<file path="src/rtl/smart_cargo_movimento_n.sv">
// SmartCargo movement controller for N_ANDARES floors: SCAN scheduling over
// separate load/unload request bitmaps, timed dwell, homing and emergency stop.
module smart_cargo_movimento_n #(
    parameter int N_ANDARES = 8,
    parameter int W         = $clog2(N_ANDARES),
    parameter int T_ESPERA  = 50_000_000
) (
    input  logic                 clock,
    input  logic                 reset,
    input  logic                 iniciar,
    input  logic                 emergencia,
    input  logic [N_ANDARES-1:0] sensores,
    input  logic                 req_valid,
    input  logic [W-1:0]         req_andar,
    input  logic                 req_carga,
    output logic                 motor_subindo,
    output logic                 motor_descendo,
    output logic                 coloca_objetos,
    output logic                 tira_objetos,
    output logic [W-1:0]         andar_atual,
    output logic [W-1:0]         prox_parada,
    output logic                 tem_destino,
    output logic                 req_erro,
    output logic                 sensor_erro,
    output logic [2:0]           estado_db
);

    localparam int                   CW      = (T_ESPERA > 1) ? $clog2(T_ESPERA) : 1;
    localparam logic [CW-1:0]        CNT_ULT = CW'(T_ESPERA - 1);
    localparam logic [W-1:0]         TOPO    = W'(N_ANDARES - 1);
    localparam logic [N_ANDARES-1:0] UM      = N_ANDARES'(1);

    typedef enum logic [2:0] {
        OCIOSO     = 3'd0,
        HOMING     = 3'd1,
        PARADO     = 3'd2,
        SUBINDO    = 3'd3,
        DESCENDO   = 3'd4,
        ESPERA     = 3'd5,
        EMERGENCIA = 3'd6
    } estado_t;

    estado_t                estado_q;
    logic [N_ANDARES-1:0]   s1_q, s2_q, s3_q;
    logic [N_ANDARES-1:0]   pend_coloca_q, pend_tira_q;
    logic [N_ANDARES-1:0]   pend_coloca_d, pend_tira_d;
    logic [W-1:0]           andar_q;
    logic                   sentido_q;
    logic [CW-1:0]          cnt_q;
    logic                   req_erro_q, sensor_erro_q;

    logic [N_ANDARES-1:0]   pend, aqui_sel, req_sel, acima, abaixo, borda;
    logic                   req_ok, req_ruim, s2_multi, s2_um, borda_ok;
    logic                   pend_aqui, pend_borda, tem_acima, tem_abaixo, fim_espera;
    logic [W-1:0]           andar_borda, prox_acima, prox_abaixo, prox;

    always_comb begin
        pend        = pend_coloca_q | pend_tira_q;
        aqui_sel    = '0;
        req_sel     = '0;
        acima       = '0;
        abaixo      = '0;
        andar_borda = '0;
        prox_acima  = andar_q;
        prox_abaixo = andar_q;
        tem_acima   = 1'b0;
        for (int unsigned i = 0; i < N_ANDARES; i++) begin
            aqui_sel[i] = (W'(i) == andar_q);
            req_sel[i]  = (W'(i) == req_andar);
            acima[i]    = (W'(i) > andar_q);
            abaixo[i]   = (W'(i) < andar_q);
            if (s2_q[i]) andar_borda = W'(i);
            // ascending scan: last hit below is the nearest, first hit above is the nearest
            if (pend[i] && abaixo[i]) prox_abaixo = W'(i);
            if (pend[i] && acima[i] && !tem_acima) begin
                prox_acima = W'(i);
                tem_acima  = 1'b1;
            end
        end
        tem_abaixo = |(pend & abaixo);

        s2_multi   = (s2_q & (s2_q - UM)) != '0;
        s2_um      = (s2_q != '0) && !s2_multi;
        borda      = s2_q & ~s3_q;
        borda_ok   = s2_um && (borda != '0);
        pend_aqui  = |(pend & aqui_sel);
        pend_borda = |(pend & s2_q);

        req_ok     = req_valid && (|req_sel) && (estado_q != OCIOSO);
        req_ruim   = req_valid && !req_ok;
        fim_espera = (estado_q == ESPERA) && (cnt_q == CNT_ULT) && !emergencia;

        // clear first so a same-cycle request for this floor keeps its bit
        pend_coloca_d = pend_coloca_q;
        pend_tira_d   = pend_tira_q;
        if (fim_espera) begin
            pend_coloca_d = pend_coloca_d & ~aqui_sel;
            pend_tira_d   = pend_tira_d & ~aqui_sel;
        end
        if (req_ok) begin
            if (req_carga) pend_coloca_d = pend_coloca_d | req_sel;
            else           pend_tira_d   = pend_tira_d | req_sel;
        end

        if (pend_aqui || (pend == '0)) prox = andar_q;
        else if (sentido_q)            prox = tem_acima ? prox_acima : prox_abaixo;
        else                           prox = tem_abaixo ? prox_abaixo : prox_acima;
    end

    always_ff @(posedge clock or posedge reset) begin
        if (reset) begin
            estado_q      <= OCIOSO;
            s1_q          <= '0;
            s2_q          <= '0;
            s3_q          <= '0;
            pend_coloca_q <= '0;
            pend_tira_q   <= '0;
            andar_q       <= '0;
            sentido_q     <= 1'b1;
            cnt_q         <= '0;
            req_erro_q    <= 1'b0;
            sensor_erro_q <= 1'b0;
        end else begin
            s1_q          <= sensores;
            s2_q          <= s1_q;
            s3_q          <= s2_q;
            pend_coloca_q <= pend_coloca_d;
            pend_tira_q   <= pend_tira_d;
            req_erro_q    <= req_ruim;
            if (s2_multi) sensor_erro_q <= 1'b1;

            if (estado_q != OCIOSO && emergencia) begin
                estado_q <= EMERGENCIA;
            end else begin
                case (estado_q)
                    OCIOSO: if (iniciar) estado_q <= HOMING;
                    HOMING: if (s2_q[0]) begin
                        andar_q   <= '0;
                        sentido_q <= 1'b1;
                        estado_q  <= PARADO;
                    end
                    PARADO: begin
                        if (pend_aqui) begin
                            estado_q <= ESPERA;
                            cnt_q    <= '0;
                        end else if (sentido_q ? tem_acima : tem_abaixo) begin
                            estado_q <= sentido_q ? SUBINDO : DESCENDO;
                        end else if (tem_acima || tem_abaixo) begin
                            sentido_q <= ~sentido_q;
                            estado_q  <= sentido_q ? DESCENDO : SUBINDO;
                        end
                    end
                    SUBINDO, DESCENDO: if (borda_ok) begin
                        andar_q <= andar_borda;
                        if (pend_borda) begin
                            estado_q <= ESPERA;
                            cnt_q    <= '0;
                        end else if ((estado_q == SUBINDO  && andar_borda == TOPO) ||
                                     (estado_q == DESCENDO && andar_borda == '0)) begin
                            estado_q <= PARADO;
                        end
                    end
                    ESPERA: begin
                        if (cnt_q == CNT_ULT) estado_q <= PARADO;
                        else                  cnt_q    <= cnt_q + CW'(1);
                    end
                    EMERGENCIA: if (!emergencia) estado_q <= HOMING;
                    default: estado_q <= OCIOSO;
                endcase
            end
        end
    end

    always_comb begin
        motor_subindo  = (estado_q == SUBINDO);
        motor_descendo = (estado_q == HOMING) || (estado_q == DESCENDO);
        coloca_objetos = (estado_q == ESPERA) && |(pend_coloca_q & aqui_sel);
        tira_objetos   = (estado_q == ESPERA) && |(pend_tira_q & aqui_sel);
        andar_atual    = andar_q;
        prox_parada    = prox;
        tem_destino    = |pend;
        req_erro       = req_erro_q;
        sensor_erro    = sensor_erro_q;
        estado_db      = estado_q;
    end

endmodule

</file>
<file path="config.mk">
export PLATFORM = sky130hd
export DESIGN_NAME = smart_cargo_movimento_n
export DESIGN_NICKNAME = d
export VERILOG_FILES = /design/src/rtl/smart_cargo_movimento_n.sv
export SDC_FILE = /design/constraint.sdc
export NUM_CORES = 1
export LEC_CHECK = 0
export BUFFER_PORTS_ARGS = -buffer_cell sky130_fd_sc_hd__buf_2
export CORE_ASPECT_RATIO = 0.5
export CORE_MARGIN = 3
export CORE_UTILIZATION = 50
export DETAILED_ROUTE_END_ITERATION = 6
export PLACE_DENSITY = 0.73
export RECOVER_POWER = 100
export SLEW_MARGIN = 20
export SYNTH_ARGS = -nofsm -noshare
export SYNTH_HDL_FRONTEND = slang
export SYNTH_SLANG_ARGS = --single-unit
export TNS_END_PERCENT = 100
</file>
<file path="constraint.sdc">
create_clock -name clock -period 7.9 [get_ports clock]
set_input_delay 1.185 -clock clock [delete_from_list [all_inputs] [get_ports clock]]
set_output_delay 1.185 -clock clock [all_outputs]
set_load 0.01 [all_outputs]
</file>
# ---- Word level (Yosys, flattened, before mapping)
# Cells that the tools add are included.
# W data, S select, Z words.
dict set report totals {
  regBits 75
  input_bits 17
  out_inout_bits 16
  wordCells 224
}
dict set report op_classes {
  add_sub_neg 2
  magnitude_cmp 16
  eq_ne 37
  muxes 69
  bitwise 16
  n_reduce_logical 73
}
# cell n
set ops {}
lappend ops {{$mux W3} 41}
lappend ops {{$mux W26} 4}
lappend ops {{$pmux W26 S3} 1}
lappend ops {{$and A8 B8 Y8} 9}
lappend ops {{$reduce_or A8 Y1} 7}
lappend ops {{$mux W8} 6}
lappend ops {{$logic_and A1 B1 Y1} 35}
lappend ops {{$add A26 B1 Y26 const B} 1}
lappend ops {{$eq A26 B26 Y1 const B} 1}
lappend ops {{$eq A3 B3 Y1 const A} 8}
lappend ops {{$or A8 B8 Y8} 3}
lappend ops {{$reduce_bool A8 Y1} 3}
lappend ops {{$pmux W3 S6} 1}
lappend ops {{$ne A2 B2 Y1 const B} 8}
lappend ops {{$not A8 Y8} 2}
lappend ops {{$mux W1} 14}
lappend ops {{$eq A2 B3 Y1 const A} 4}
lappend ops {{$eq A3 B3 Y1 const B} 4}
lappend ops {{$gt A3 B3 Y1 const A} 4}
lappend ops {{$logic_not A3 Y1} 4}
lappend ops {{$lt A3 B3 Y1 const A} 4}
lappend ops {{$ne A3 B3 Y1 const B} 4}
lappend ops {{$reduce_and A6 Y1} 2}
lappend ops {{$logic_not A1 Y1} 10}
lappend ops {{21 further kinds} 33}

# ---- Depth between registers and ports, before layout
# Gate-level depths: netlist of run 1.
dict set report depth {
  ltp_word 30
  ltp_mapped 10
  ltp_nobuf 8
}

# ---- Least setup slack after synthesis of run 1
# Ideal clock, no wire load.
dict set report synth_timing {
  path_kind {register to output}
  from {register andar_q[1], in the netlist andar_atual[1]}
  to {output prox_parada[1]}
  arrival_time_ns 2.305
  required_time_ns 6.715
  slack_ns 4.410
  path_stages_with_launch 9
  path_buffers 2
  path_cell_list {dfrtp_1 -> buf_2 -> buf_2 -> inv_1 -> o311a_1 -> a211oi_1 -> mux2_2 -> a21oi_1 -> o31ai_1}
}
dict set report synth_via {
  elab_chain_cells 27
  word_cells_on_any_way 87
  cone_classes {order compare (16); eq/ne (7); mux (28); bitwise (2); reduce/logical (34)}
}
# element line_no
set synth_lines {}
lappend synth_lines {{start: declaration} 47} ;# logic [W-1:0] andar_q;
lappend synth_lines {{start signal: assignment} 154} ;# andar_q <= andar_borda;
lappend synth_lines {{$gt A1 B3 Y1} 70} ;# acima[i] = (W'(i) > andar_q);
lappend synth_lines {{$logic_and A1 B1 Y1} 75} ;# if (pend[i] && acima[i] && !tem_acima) begin
lappend synth_lines {{$mux W1} 75}
lappend synth_lines {{$logic_not A1 Y1} 75}
lappend synth_lines {{$logic_and A1 B1 Y1} 75}
lappend synth_lines {{$mux W1} 75}
lappend synth_lines {{$logic_not A1 Y1} 75}
lappend synth_lines {{$logic_and A1 B1 Y1} 75}
lappend synth_lines {{[... 11 more ...]} -}
lappend synth_lines {{$logic_and A1 B1 Y1} 75}
lappend synth_lines {{$mux W1} 75}
lappend synth_lines {{$logic_not A1 Y1} 75}
lappend synth_lines {{$logic_and A1 B1 Y1} 75}
lappend synth_lines {{$mux W3 / $mux W1 (equally long branches)} 75}
lappend synth_lines {{$mux W3 (on tied branches)} {107, 106}}
lappend synth_lines {{$mux W3} 106} ;# else if (sentido_q) prox = tem_acima ? prox_acima : prox_abaixo;
lappend synth_lines {{$mux W3 *} 105} ;# if (pend_aqui || (pend == '0)) prox = andar_q;
lappend synth_lines {{end: declaration} 21} ;# output logic [W-1:0] prox_parada,
# Every way passes the cells marked *; elsewhere a longest branch is shown, timed or not.

# ---- Final worst setup path of run 1
dict set report layout_timing {
  from {register andar_q[1], in the netlist andar_atual[1]}
  to {output prox_parada[0]}
}
# The elaborated chain is that of the path after synthesis.

==> results by group, run 1 <==
Floorplan
  • Die ar.: 9880 µm²
  • CORE AREA: 8200 µm²
  • Initial core utilization: 52.8%
  • Height of the die: 71.8 µm
  • I/O pin count: 33
  • Chip width: 138 µm
  • Num rows: 23

Final layout
  • Area of the multi-input gates: 2220 µm²
  • FF+latch area: 1880 µm²
  • Area Overhead vs Synth: 10.3%
  • Count of nets after finishing: 532
  • FILL cells: 743
  • Ant diodes: 0
  • Final Cell Area: 4780 µm²
  • Layout cells sized above 1: 9.06%

STA
  • Final worst slack: 3.30 ns
  • Fin. Hold Viols: 0
  • Final Cycle Share: 58.3%
  • Slew headroom: -160%
  • Max-slew violation count: 104
  • Setup TNS: 0 ns
  • RSZ-0062 raised after global routing: no
  • Peak Freq: 217 MHz
  • Fin Clk Skew: 0.00603 ns
  • Final min period: 4.60 ns
  • Slew @ Worst Pin: 3.91 ns
  • # setup viols final: 0

Worst setup path
  • Worst Path Max Fanout: 25
  • Worst-path cell chain: inv_1 -> o311a_1 -> a211oi_1 -> mux2_1 -> o221ai_1 -> o31ai_1 -> mux2_2 -> clkbuf_1
  • WP data required: 6.71 ns
  • CP max stage delay: 0.89 ns
  • Setup CP Type: reg2out
  • Crit path max-delay cell type: dfrtp_1
  • RR Endpoint: cnt_q[3]
  • CP startpoint kind: register
  • Setup crit end kind: primary output
  • CP arrival: 3.42 ns
  • Critical R2R Launch: cnt_q[12]
  • Reg-to-reg slack, setup: 4.05 ns
  • Reg2Reg Depth: 7

Placement
  • Pre-CTS setup slack: 3.79 ns
  • Placed cell areas: 4530 µm²
  • HPWL after detailed placement: 7730 µm
  • Placer Congestion: 0.920
  • Input/output buffers: 32

Synth
  • Synth async-reset ratio: 100%
  • Distinct cells, synth: 61
  • Sequential share of the synthesized area: 43.4%
  • Compound-Gate Fraction of Synth Area: 27.0%
  • Mean Syn Cell Area: 8.77 µm²
  • EDFF count, synth: 0
  • Post-Synth Adder-Cell Area: 0.289%
  • Top cells by area, synth: dfrtp_1 43%, o21ai_0 5.5%, nor2_1 4.4%
  • Gate Count Post-Synth: 494
  • Post-synth top cells: 74 x dfrtp_1, 51 x nor2_1, 48 x o21ai_0
  • Synthesized cell area: 4330 µm²
  • Simple logic cell fraction of the synthesized area: 21.6%
  • Yosys top cell area share: 42.8%
  • Ys flop type: dfrtp_1
  • Largest family of logic cells by synthesized area: compound AO/OA/AOI/OAI gates
  • Synth Register Bits: 75
  • Synth Area in XOR/XNOR: 0%
  • Synth warn: 0
  • Mux share of post-synthesis cell area: 3.21%
  • Leading area contributor after synthesis: dfrtp_1
  • Post-synth net total: 512
  • Most frequent cell after synthesis: dfrtp_1

Min path
  • Hold Crit Class: reg2reg
  • Hold Path Sink: s2_q[1]
  • Hold path startpoint: s1_q[1]
  • Hold Path Depth: 0

Clock network
  • TritonCTS Buffers: 9
  • Clk Tree Root Cell: clkbuf_16
  • H-tree lvl count: 3
  • Postcts setup bufs: 0
  • CTS Hold Bufs: 0
  • Clock Path Buffers: 2
  • Clock latency on the worst-skew pair: 0.34 ns
  • Clock-pin slew on the worst setup and hold paths: 0.06 ns
  • CTS tree: yes
  • Resize count post-CTS: 0
  • Clock sinks: 75

GRT
  • First-pass GRT wire length: 18600 µm
  • Congestion Overflow GR: 0
  • Pin count of the biggest net entering global routing: 76
  • Global Route Usage Sum: 23.9%
  • Number of global-route vias before repair: 3707
  • Initial antenna violation count: 0

Outcome
  • Run status: complete, but fails checks
  • Failing checks: capacitance limit, slew limit

Detailed routing
  • Avg WL per Cell: 17.9 µm
  • DRC: 0
  • Initial drt markers: 446
  • Via density: 6.36
  • Via Count: 4011
  • ANT nets after route: 0
  • Pre-antenna DRT Iters: 5
  • Routed WL: 11300 µm

Power
  • Power Dens Cells: 333 nW/µm²
  • Leak pwr: 0.00190 µW
  • Total Power: 1590 µW
  • Max rail drop VDD: 0.172 mV

Job
  • MaxCap Viol Count: 2
==> sequential cells by signal (all words and copies together) (netlist names) <==
register / flops
cnt_q: 26
pend_coloca_q: 8
pend_tira_q: 8
s1_q: 8
s2_q: 8
s3_q: 8
andar_atual: 3
estado_db: 3
req_erro: 1
sensor_erro: 1
sentido_q: 1
==> how the worst max path moves through the flow <==
stage / from / end
finish: andar_atual[1] / prox_parada[0]
global route: reset / pend_tira_q[7]
detailed placement: andar_atual[1] / prox_parada[0]
floorplan: andar_atual[1] / prox_parada[1]
CTS: andar_atual[1] / prox_parada[0]
global placement: andar_atual[1] / prox_parada[0]
==> power breakdown <==
part	leakage [µW]	switching, µW	internal, µW
Clock	0.000145	172	250
Combinational	0.000843	359	235
Sequential	0.000911	141	435
==> through the flow <==
step | util, % | hold slack [ns] | std cells
final | 58.2 | 0.346 | 631
after floorplan | - | 0.331 | 494
after global placement | 55.2 | 0.333 | 615
after global routing | 58.2 | 0.351 | 631
after CTS | 58.9 | 0.345 | 631
after detailed placement | 55.2 | 0.335 | 615
==> layout by cell type (no fill, tap or decap), drive strengths merged, types with 7 or more instances in the layout <==
master / count
buf: 16
nand4: 9
a31oi: 14
a22o: 12
o21ai: 55
nor2: 51
nand2: 41
nor3: 10
and3: 7
o22ai: 8
nand3: 24
nor4: 10
o31ai: 20
dfrtp: 74
inv: 26
nand2b: 7
nor2b: 8
clkbuf: 26
o41ai: 7
a21oi: 20
==> logic make-up (layout without fill, tap and decap cells) <==
family / Yosys count / count (layout)
DFF: 75 / 75
buffers and inverters: 46 / 71
muxes: 12 / 12
adders and majority gates: 1 / 1
AOI/OAI and AO/OA: 171 / 171
and+or+nand+nor: 189 / 189
==> worst max-delay path, delay by kind of cell (launching register included) <==
kind | cells | cell delay, ns
muxes | 2 | 0.58
AOI/OAI and AO/OA | 4 | 1.24
buffers and inverters | 2 | 0.37
DFF | 1 | 0.89
==> metal layers <==
metal  wire [µm]  vias to the layer above  GRT usage, %  part of all wire (%)
met5           0                        -             0                     0
met2        4960                      187          35.7                    44
met4         125                        0          6.19                   1.1
met3         948                       15          5.47                   8.4
met1        5250                     1902          35.2                    47
li1            -                     1907             -                     -
==> final cells by class <==
type	count	area share, %
clock buffers	9	4.71
clock inverters	7	1.73
inverters	22	1.73
multi-input cells	373	46.6
flip-flops and latches	75	39.3
well taps	112	2.93
repair buffers	33	3.01
No activity file was read; power rests on OpenSTA's default activity.
==> run 2: changes to the inputs <==
--- a/config.mk
+++ b/config.mk
@@ -10,7 +10,7 @@
 export CORE_MARGIN = 3
 export CORE_UTILIZATION = 50
 export DETAILED_ROUTE_END_ITERATION = 6
-export PLACE_DENSITY = 0.73
+export PLACE_DENSITY = 0.76
 export RECOVER_POWER = 100
 export SLEW_MARGIN = 20
 export SYNTH_ARGS = -nofsm -noshare
==> constraint.sdc (replaced) <==
create_clock -name clock -period 4.2 [get_ports clock]
set_input_delay 0.63 -clock clock [delete_from_list [all_inputs] [get_ports clock]]
set_output_delay 0.63 -clock clock [all_outputs]
set_load 0.01 [all_outputs]
==> results by group, run 2 (synthesis gave the netlist of run 1 again) <==
Power
  • Combinational Power Share: 40.5% (+3.2 points)
  • P_int: 1820 µW (+98%)
  • Clock power frac: 27.0% (+0.5 points)
  • Max rail drop VDD: 0.352 mV (+100%)
  • Power Dens Cells: 635 nW/µm² (+91%)
  • Sw Share: 41.0% (-1.2 points)
  • Switch Pwr: 1260 µW (+88%)
  • Share of power burned in registers: 32.5% (-3.7 points)
  • Leak pwr: 0.00195 µW (+2.5%)

Final layout
  • Most frequent cells in the layout: 74 x dfrtp_1, 53 x o21ai_0, 51 x nor2_1, 41 x nand2_1, 24 x nand3_1
  • Final Cell Area: 4840 µm² (+1.4%)
  • Max reg flops: 26 (unchanged)
  • Count of nets after finishing: 539 (+1.3%)
  • Area Overhead vs Synth: 11.8%
  • Area of the multi-input gates: 2230 µm² (+0.11%)
  • Layout cells sized above 1: 10.5% (+1.4 points)
  • Largest Register: cnt_q
  • Most common cell after layout, fill and taps aside: dfrtp_1
  • FILL cells: 756 (+1.7%)
  • FF+latch area: 1880 µm² (unchanged)
  • Ant diodes: 0 (unchanged)

STA
  • Slew headroom: 4.41% (+160 points)
  • RSZ-0062 raised after global routing: no
  • Fin. Hold Viols: 0 (unchanged)
  • Peak Freq: 259 MHz
  • Final Cycle Share: 91.9%
  • Setup TNS: 0 ns (unchanged)
  • # setup viols final: 0 (unchanged)
  • Slew @ Worst Pin: 1.43 ns (-2.47 ns)
  • Max-slew violation count: 0 (-100%)
  • Fin Clk Skew: 0.00504 ns (-0.000993 ns)
  • Final min period: 3.86 ns

Clock network
  • CTS tree: yes
  • Resize count post-CTS: 0 (unchanged)
  • Clock Path Buffers: 2 (unchanged)
  • Clock sinks: 75 (unchanged)
  • Postcts setup bufs: 0 (unchanged)
  • Clk Tree Root Cell: clkbuf_16
  • Clock latency on the worst-skew pair: 0.34 ns (about the same)
  • CTS Hold Bufs: 0 (unchanged)
  • TritonCTS Buffers: 9 (unchanged)
  • H-tree lvl count: 3 (unchanged)
  • Clock-pin slew on the worst setup and hold paths: 0.06 ns (about the same)

Min path
  • Hold Path Sink: s2_q[0]
  • Hold Path Depth: 0 (unchanged)
  • Hold path startpoint: s1_q[0]
  • Hold Crit Class: reg2reg

Worst setup path
  • WP data required: 3.57 ns (-3.14 ns)
  • CP arrival: 3.23 ns (-0.19 ns)
  • Worst-path cell chain: inv_1 -> o311a_1 -> a211oi_1 -> mux2_1 -> o221ai_1 -> o31ai_1 -> mux2_2 -> clkbuf_1
  • Largest delay contributor family on the critical path: compound AO/OA/AOI/OAI gates
  • CP max stage delay: 0.66 ns (-0.23 ns)
  • Crit path buffers/inverters: 2 (unchanged)
  • Worst Path Max Fanout: 14 (-44%)
  • CP startpoint kind: register
  • Reg2Reg Depth: 7 (unchanged)
  • Setup CP Type: reg2out
  • Critical R2R Launch: s2_q[2]
  • RR Endpoint: cnt_q[19]
  • Setup crit end kind: primary output
  • Crit path max-delay cell type: a211oi_1
  • Reg-to-reg slack, setup: 0.83 ns (-3.22 ns)

Detailed routing
  • Pre-antenna DRT Iters: 7 (+2)
  • Via density: 6.51 (+2.5%)
  • Avg WL per Cell: 18.4 µm (+2.8%)
  • DRC: 0 (unchanged)
  • Routed WL: 11700 µm (+4.0%)
  • Via Count: 4156 (+3.6%)
  • Initial drt markers: 431 (-3.4%)
  • ANT nets after route: 0 (unchanged)

Floorplan
  • Initial core utilization: 52.8% (unchanged)
  • I/O pin count: 33 (unchanged)
  • Chip width: 138 µm (unchanged)
  • Height of the die: 71.8 µm (unchanged)
  • Num rows: 23 (unchanged)
  • CORE AREA: 8200 µm² (unchanged)
  • Die ar.: 9880 µm² (unchanged)

GRT
  • Congestion Overflow GR: 0 (unchanged)
  • First-pass GRT wire length: 19300 µm (+3.3%)
  • Initial antenna violation count: 0 (unchanged)
  • Global Route Usage Sum: 24.7% (+0.82 points)
  • Number of global-route vias before repair: 3759 (+1.4%)
  • Pin count of the biggest net entering global routing: 37 (-51%)

Outcome
  • Run status: completed

Job
  • MaxCap Viol Count: 0 (-2)

Placement
  • Placer Congestion: 0.975 (+6.0%)
  • Placed cell areas: 4580 µm² (+1.2%)
  • HPWL after detailed placement: 8240 µm (+6.6%)
  • Input/output buffers: 32 (unchanged)
run 2: how the worst max path moves through the flow:
| stage | startpoint | endpoint | slack [ns] | cells after the start |
|---|---|---|---|---|
| floorplan | andar_atual[1] | prox_parada[1] | 1.26 | 8 |
| global placement | andar_atual[0] | prox_parada[0] | 1.03 | 8 |
| detailed placement | andar_atual[0] | prox_parada[0] | 0.90 | 8 |
| CTS | andar_atual[0] | prox_parada[0] | 0.52 | 8 |
| global route | andar_atual[0] | prox_parada[0] | 0.21 | 9 |
| finish | andar_atual[0] | prox_parada[0] | 0.34 | 8 |
run 2: metrics by stage:
stage / hold slack (ns) / cells / utilization [%] / worst slack [ns] / total power, µW
final: 0.346 / 638 / 59.0 / 0.342 / 3080
after global routing: 0.358 / 638 / 59.0 / 0.206 / 3260
after CTS: 0.347 / 638 / 59.8 / 0.523 / 3110
after detailed placement: 0.335 / 622 / 55.8 / 0.897 / 2260
after global placement: 0.332 / 622 / 55.8 / 1.03 / 2270
after floorplan: 0.331 / 494 / - / 1.26 / 1920
run 2: worst reg2reg max path: stages (launching register included):
cell and delay, ns:
dfrtp_1 0.45, or4_1 0.58, a2111oi_0 0.35, nor3_1 0.12, o31ai_1 0.61, o211ai_2 0.61
o21bai_1 0.34, a21o_1 0.20
run 2: area by class of cell:
class / count / share of cell area [%]
clock inverters: 6 / 1.83
repair buffers: 40 / 3.85
multi-input cells: 373 / 46.0
flip-flops and latches: 75 / 38.8
inverters: 22 / 1.71
well taps: 112 / 2.89
clock buffers: 10 / 4.94
run 2: routing by layer:
layer	wire [µm]	vias to the layer above	part of all wire [%]	global-route usage, %
li1	-	1921	-	-
met1	5310	2026	45	36.3
met2	5260	189	45	35.9
met3	978	20	8.3	6.59
met4	193	0	1.6	7.08
met5	0	-	0	0
run 2: power groups by stage:
stage	Clock (µW)	Combinational [µW]	Sequential, µW
2_1_floorplan	0	987	934
3_3_place_gp	0	1260	1000
3_5_place_dp	0	1260	1000
4_1_cts	847	1270	990
5_1_grt	878	1370	1020
6_report	832	1250	1000
